==> config.mk <==
export PLATFORM = sky130hd
export DESIGN_NAME = step_watchdog
export DESIGN_NICKNAME = d
export VERILOG_FILES = /design/src/rtl/step_watchdog.sv
export SDC_FILE = /design/constraint.sdc
export NUM_CORES = 1
export LEC_CHECK = 0
export ABC_AREA = 1
export BUFFER_PORTS_ARGS = -buffer_cell sky130_fd_sc_hd__buf_2
export CAP_MARGIN = 30
export CELL_PAD_IN_SITES_DETAIL_PLACEMENT = 1
export CELL_PAD_IN_SITES_GLOBAL_PLACEMENT = 1
export CORE_ASPECT_RATIO = 0.6
export CORE_MARGIN = 3
export CORE_UTILIZATION = 48
export DETAILED_ROUTE_END_ITERATION = 10
export GPL_ROUTABILITY_DRIVEN = 1
export PLACE_DENSITY = 0.88
export REMOVE_ABC_BUFFERS = 1
export SYNTH_ARGS = -nofsm -noshare
export SYNTH_HDL_FRONTEND = slang
export SYNTH_SLANG_ARGS = --single-unit
==> constraint.sdc <==
create_clock -name clk -period 4.5 [get_ports clk]
set_input_delay 0.9 -clock clk [delete_from_list [all_inputs] [get_ports clk]]
set_output_delay 0.9 -clock clk [all_outputs]
set_load 0.02 [all_outputs]
==> src/rtl/step_watchdog.sv <==
// Per-channel step-activity watchdog: idle counters with programmable timeouts, arming, sticky alerts and shutdown request.
// Optional registered debug readout of a channel's idle counter is enabled with `define STEP_WATCHDOG_DBG_EN.
module step_watchdog #(
  parameter int          NCH             = 6,
  parameter int          CNT_BITS        = 32,
  parameter int unsigned TIMEOUT_DEFAULT = 480000000,
  parameter int          CH_BITS         = 3
) (
  input  logic                clk,
  input  logic                rst,
  input  logic [NCH-1:0]      step,
  input  logic [NCH-1:0]      arm,
  input  logic                disarm,
  input  logic                to_wr_en,
  input  logic [CH_BITS-1:0]  to_wr_ch,
  input  logic [CNT_BITS-1:0] to_wr_data,
  input  logic [NCH-1:0]      shut_mask,
  input  logic                clr_alert,
  input  logic [CH_BITS-1:0]  dbg_sel,
  output logic [NCH-1:0]      expired,
  output logic [NCH-1:0]      armed,
  output logic [NCH-1:0]      alert,
  output logic                req_shutdown,
  output logic [7:0]          dbg_idle
);

  typedef enum logic {
    ST_DISARMED = 1'b0,
    ST_ARMED    = 1'b1
  } arm_state_t;

  arm_state_t          state_q   [NCH];
  arm_state_t          state_d   [NCH];
  logic [CNT_BITS-1:0] cnt_q     [NCH];
  logic [CNT_BITS-1:0] timeout_q [NCH];
  logic [NCH-1:0]      prev_q;
  logic [NCH-1:0]      trans;
  logic [NCH-1:0]      wr_hit;
  logic [NCH-1:0]      hit;
  logic [NCH-1:0]      alert_q;
  logic                req_q;

  assign trans = step ^ prev_q;

  always_comb begin
    wr_hit  = '0;
    expired = '0;
    armed   = '0;
    for (int i = 0; i < NCH; i++) begin
      // Channel indices >= NCH never match, so such writes are dropped.
      wr_hit[i]  = to_wr_en && (to_wr_ch == CH_BITS'(i));
      expired[i] = (cnt_q[i] == timeout_q[i]) && (timeout_q[i] != '0);
      armed[i]   = (state_q[i] == ST_ARMED);
    end
  end

  assign hit = expired & armed;

  always_comb begin
    for (int i = 0; i < NCH; i++) begin
      state_d[i] = state_q[i];
      case (state_q[i])
        ST_DISARMED: if (arm[i] && !disarm) state_d[i] = ST_ARMED;
        ST_ARMED:    if (disarm) state_d[i] = ST_DISARMED;
        default:     state_d[i] = ST_DISARMED;
      endcase
    end
  end

  always_ff @(posedge clk) begin
    // prev tracks step even during reset so the first cycle after reset sees no edge.
    prev_q <= step;
    if (rst) begin
      for (int i = 0; i < NCH; i++) begin
        cnt_q[i]     <= '0;
        timeout_q[i] <= CNT_BITS'(TIMEOUT_DEFAULT);
        state_q[i]   <= ST_DISARMED;
      end
      alert_q <= '0;
      req_q   <= 1'b0;
    end else begin
      for (int i = 0; i < NCH; i++) begin
        if (wr_hit[i]) timeout_q[i] <= to_wr_data;
        if (wr_hit[i] || trans[i]) cnt_q[i] <= '0;
        else if (cnt_q[i] != timeout_q[i]) cnt_q[i] <= cnt_q[i] + CNT_BITS'(1);
        state_q[i] <= state_d[i];
        if (hit[i]) alert_q[i] <= 1'b1;
        else if (clr_alert) alert_q[i] <= 1'b0;
      end
      req_q <= req_q | (|(hit & shut_mask));
    end
  end

  assign alert        = alert_q;
  assign req_shutdown = req_q;

`ifdef STEP_WATCHDOG_DBG_EN
  logic [CNT_BITS-1:0] dbg_cnt;
  logic [7:0]          dbg_q;

  always_comb begin
    dbg_cnt = '0;
    for (int i = 0; i < NCH; i++) begin
      if (dbg_sel == CH_BITS'(i)) dbg_cnt = cnt_q[i];
    end
  end

  always_ff @(posedge clk) begin
    if (rst) dbg_q <= '0;
    else     dbg_q <= dbg_cnt[CNT_BITS-1 -: 8];
  end

  assign dbg_idle = dbg_q;
`else
  logic unused_dbg_sel;
  assign unused_dbg_sel = ^dbg_sel;
  assign dbg_idle       = '0;
`endif

endmodule

==> results.md <==
* Outcome: finished clean
* Htree depth at 2
* Drt first-iter violations at 2052
* Synthesis warning total at 0
* Leakage at 9.97 nW
* Clock Latency Late Sink at 0.58 ns
* Global-route wire length before repair at 118 mm
* Worst path required time at 3.60 ns
* Final Max Tran Viols at 0
* I/O pin cnt at 88
* Number of synthesized flops with an enable pin at 384
* Startpoint types: register
* Placed Area at 0.0235 mm²
* Resized cells post-CTS at 0
* Min Tclk post-route at 3.54 ns
* Cell Area, Synth at 0.0224 mm²
* Initial Util at 0.493
* Worst rel slew slack at 0.327
* Switching pwr at 0.00212 W
* WL final at 76.7 mm
* Core footprint at 0.0454 mm²
* CTS max path bufs at 3
* Hold Crit Class: in -> reg
* Clock Power Share at 0.460
* Post-CTS Setup Inserts at 0
* Cells after synthesis at 2695
* Number of detailed-route iterations in the first pass at 5
* Yosys reg bits at 403
* Total die area at 0.0494 mm²
* Max VDD drop at 0.000276 V
* Async S/R FF share, synth at 0
* Worst Tran Pin Value at 1.01 ns
* # hold bufs at CTS at 0
* GR Overflow Total at 0
* Root Driver: clkbuf_16
* Total track usage at 0.306
* Vias in the first global route at 20538
* Maxcap violations at 0
* Number of buffers created by CTS at 41
* DR WL/cell at 22.2 µm
* Final TNS setup at 0 ns
* Register share of total power at 0.481
* Post-DP HPWL at 54.4 mm
* Antenna Violating Nets Remaining at 0
* Clock Sinks at 403
* Share of the cycle needed by the critical path after routing at 0.786
* Synthesis-to-finish area growth at 12.0%
* Width of the chip at 285 µm
* Element type at the critical path end: output port
* Vias per cell at 5.70
* Via count at 19654
* Initial antenna violation count at 2
* Endpoints failing setup at 0
* Clk_skew at 0.0286 ns
* Final Power at 0.00899 W
* DR DRC count at 0
* Internal at 0.00687 W
* Critical Path AT at 2.64 ns
* CTS tree: yes
* Largest net degree at the start of global routing at 34
* Fmax at 0.283 GHz
* P per Cell Area at 358 mW/mm²
* Mean post-synth cell area at 8.32 µm²
* Clk pin slew, worst setup/hold paths at 0.07 ns
* Switching share of power at 0.236
* NumNets Final at 2861
* WS Path Type: reg -> out
* Hold depth at 1
* Rows at 60
* Seq/Total Area, Yosys at 0.531
* Design Area, Final at 0.0251 mm²
* Final hold vios at 0
* Layout cells sized above 1 at 0.0828
* I/O Buffers at 76
* Main synth FF type: edfxtp_1
* Combinational Power Share at 0.058
* Post-synth cell types at 45
* Routability cong. at 0.927
* Die height at 173 µm
* RSZ-0062 raised after global routing: no
* Crit path max fanout at 5
* R2R depth at 9
-- Yosys cell counts, types with 2 or more instances --
library cell | n | area share
nor3_4 | 3 | 0.0022
ha_1 | 6 | 0.0033
nor4_1 | 20 | 0.0056
inv_2 | 4 | 0.00067
buf_4 | 14 | 0.0047
nor2_2 | 8 | 0.0022
xnor2_1 | 22 | 0.0086
nor2_4 | 8 | 0.0040
nand4_1 | 70 | 0.020
o21ai_0 | 30 | 0.0067
nand2_1 | 693 | 0.12
a21oi_1 | 91 | 0.020
nor2_1 | 520 | 0.087
a221oi_1 | 2 | 0.00078
a211oi_1 | 4 | 0.0013
dfxtp_1 | 19 | 0.017
nor3_1 | 98 | 0.022
a31oi_1 | 4 | 0.0011
and2_1 | 3 | 0.00084
buf_2 | 13 | 0.0029
inv_1 | 388 | 0.065
edfxtp_1 | 384 | 0.51
nand3b_1 | 5 | 0.0017
nand2_2 | 9 | 0.0025
and3_1 | 3 | 0.00084
nand3_2 | 4 | 0.0018
xor2_1 | 97 | 0.038
clkbuf_1 | 23 | 0.0039
or2_2 | 9 | 0.0025
o21ai_1 | 7 | 0.0016
nor3b_1 | 28 | 0.0094
o21a_1 | 17 | 0.0057
nor3_2 | 9 | 0.0040
nand3_1 | 65 | 0.015
o31ai_1 | 3 | 0.0010
nor3b_2 | 3 | 0.0017
-- state kept, by name (all words and copies together), names as in the netlist --
signal / cells
state_q: 6
timeout_q: 192
cnt_q: 192
prev_q: 6
alert: 6
req_shutdown: 1
-- worst paths after layout --
check	slack, ns	to	from
min	0.45	prev_q[2]	step[2]
max	0.96	expired[2]	cnt_q[2][7]
max reg2reg	1.61	cnt_q[5][24]	cnt_q[5][18]
min reg2reg	0.47	alert[5]	alert[5]
-- cell families (layout without fill, tap and decap cells) --
| family | count (synthesis) | count (layout) | synth area share |
|---|---|---|---|
| other | 1 | 9 | 0.000167 |
| XOR/XNOR | 119 | 119 | 0.0465 |
| flip-flops | 403 | 403 | 0.531 |
| buffers and inverters | 442 | 567 | 0.0771 |
| adder cells (fa/ha/maj) | 6 | 6 | 0.00335 |
| AO/OA/AOI/OAI | 158 | 158 | 0.0385 |
| AND/OR/NAND/NOR | 1566 | 1566 | 0.303 |
-- critical path, cell delays in order, from the launching register on --
cell and delay [ns]:
edfxtp_1 0.54, xor2_1 0.23, nor2_1 0.16, nand2_1 0.11, nor2_1 0.20, nand2_1 0.09
nor2_1 0.21, inv_1 0.09, a21oi_1 0.21, buf_2 0.22
-- final cells by class --
cell class                 instances  area [µm²]
sequential                       403       11900
tap                              620         776
fill                            5464       20300
inverter                         392        1470
clock buffer                      49        1110
timing repair buffer              99         566
multi-input combinational       1857        8800
clock inverter                    27         468
antenna                            1        2.50
-- per-layer routing --
metal,vias to the layer above,part of all wire,global-route usage
met3,214,0.079,0.0531
met5,-,0.00014,0
met4,2,0.054,0.147
met1,9694,0.42,0.410
li1,8887,-,-
met2,857,0.45,0.485
-- through the flow --
step / hold slack, ns / worst slack (ns) / std cells / util
2_1_floorplan: 0.535 / 1.09 / 2652 / -
3_3_place_gp: 0.451 / 1.17 / 3371 / 0.518
3_5_place_dp: 0.458 / 1.13 / 3371 / 0.518
4_1_cts: 0.450 / 1.06 / 3447 / 0.553
5_1_grt: 0.456 / 0.844 / 3447 / 0.553
6_report: 0.450 / 0.964 / 3448 / 0.553
-- cell usage in the layout (no fill, tap or decap), drive strengths merged --
cell / netlist / layout
o31ai: 3 / 3
a211oi: 4 / 4
and3: 3 / 3
a21oi: 91 / 91
clkinv: 0 / 11
o21ai: 37 / 37
nand4: 71 / 71
nand2: 703 / 703
dfxtp: 19 / 19
and2: 3 / 3
edfxtp: 384 / 384
ha: 6 / 6
diode: 0 / 1
buf: 27 / 99
bufinv: 0 / 13
or2: 11 / 11
conb: 1 / 8
a221oi: 2 / 2
xnor2: 22 / 22
nor3b: 31 / 31
nor4: 22 / 22
a31oi: 4 / 4
inv: 392 / 393
nor3: 110 / 110
nand3b: 6 / 6
xor2: 97 / 97
clkinvlp: 0 / 2
nor2: 536 / 536
clkbuf: 23 / 49
o21a: 17 / 17
nand3: 70 / 70
-- power by group through the flow --
stage                     Combinational [W]  Clock (W)  Sequential [W]
after global placement             0.000467          0         0.00439
after floorplan                    0.000294          0         0.00436
after detailed placement           0.000503          0         0.00440
final                              0.000524    0.00414         0.00433
after global routing               0.000569    0.00430         0.00434
after CTS                          0.000515    0.00414         0.00432
No activity file was read; power rests on OpenSTA's default activity.
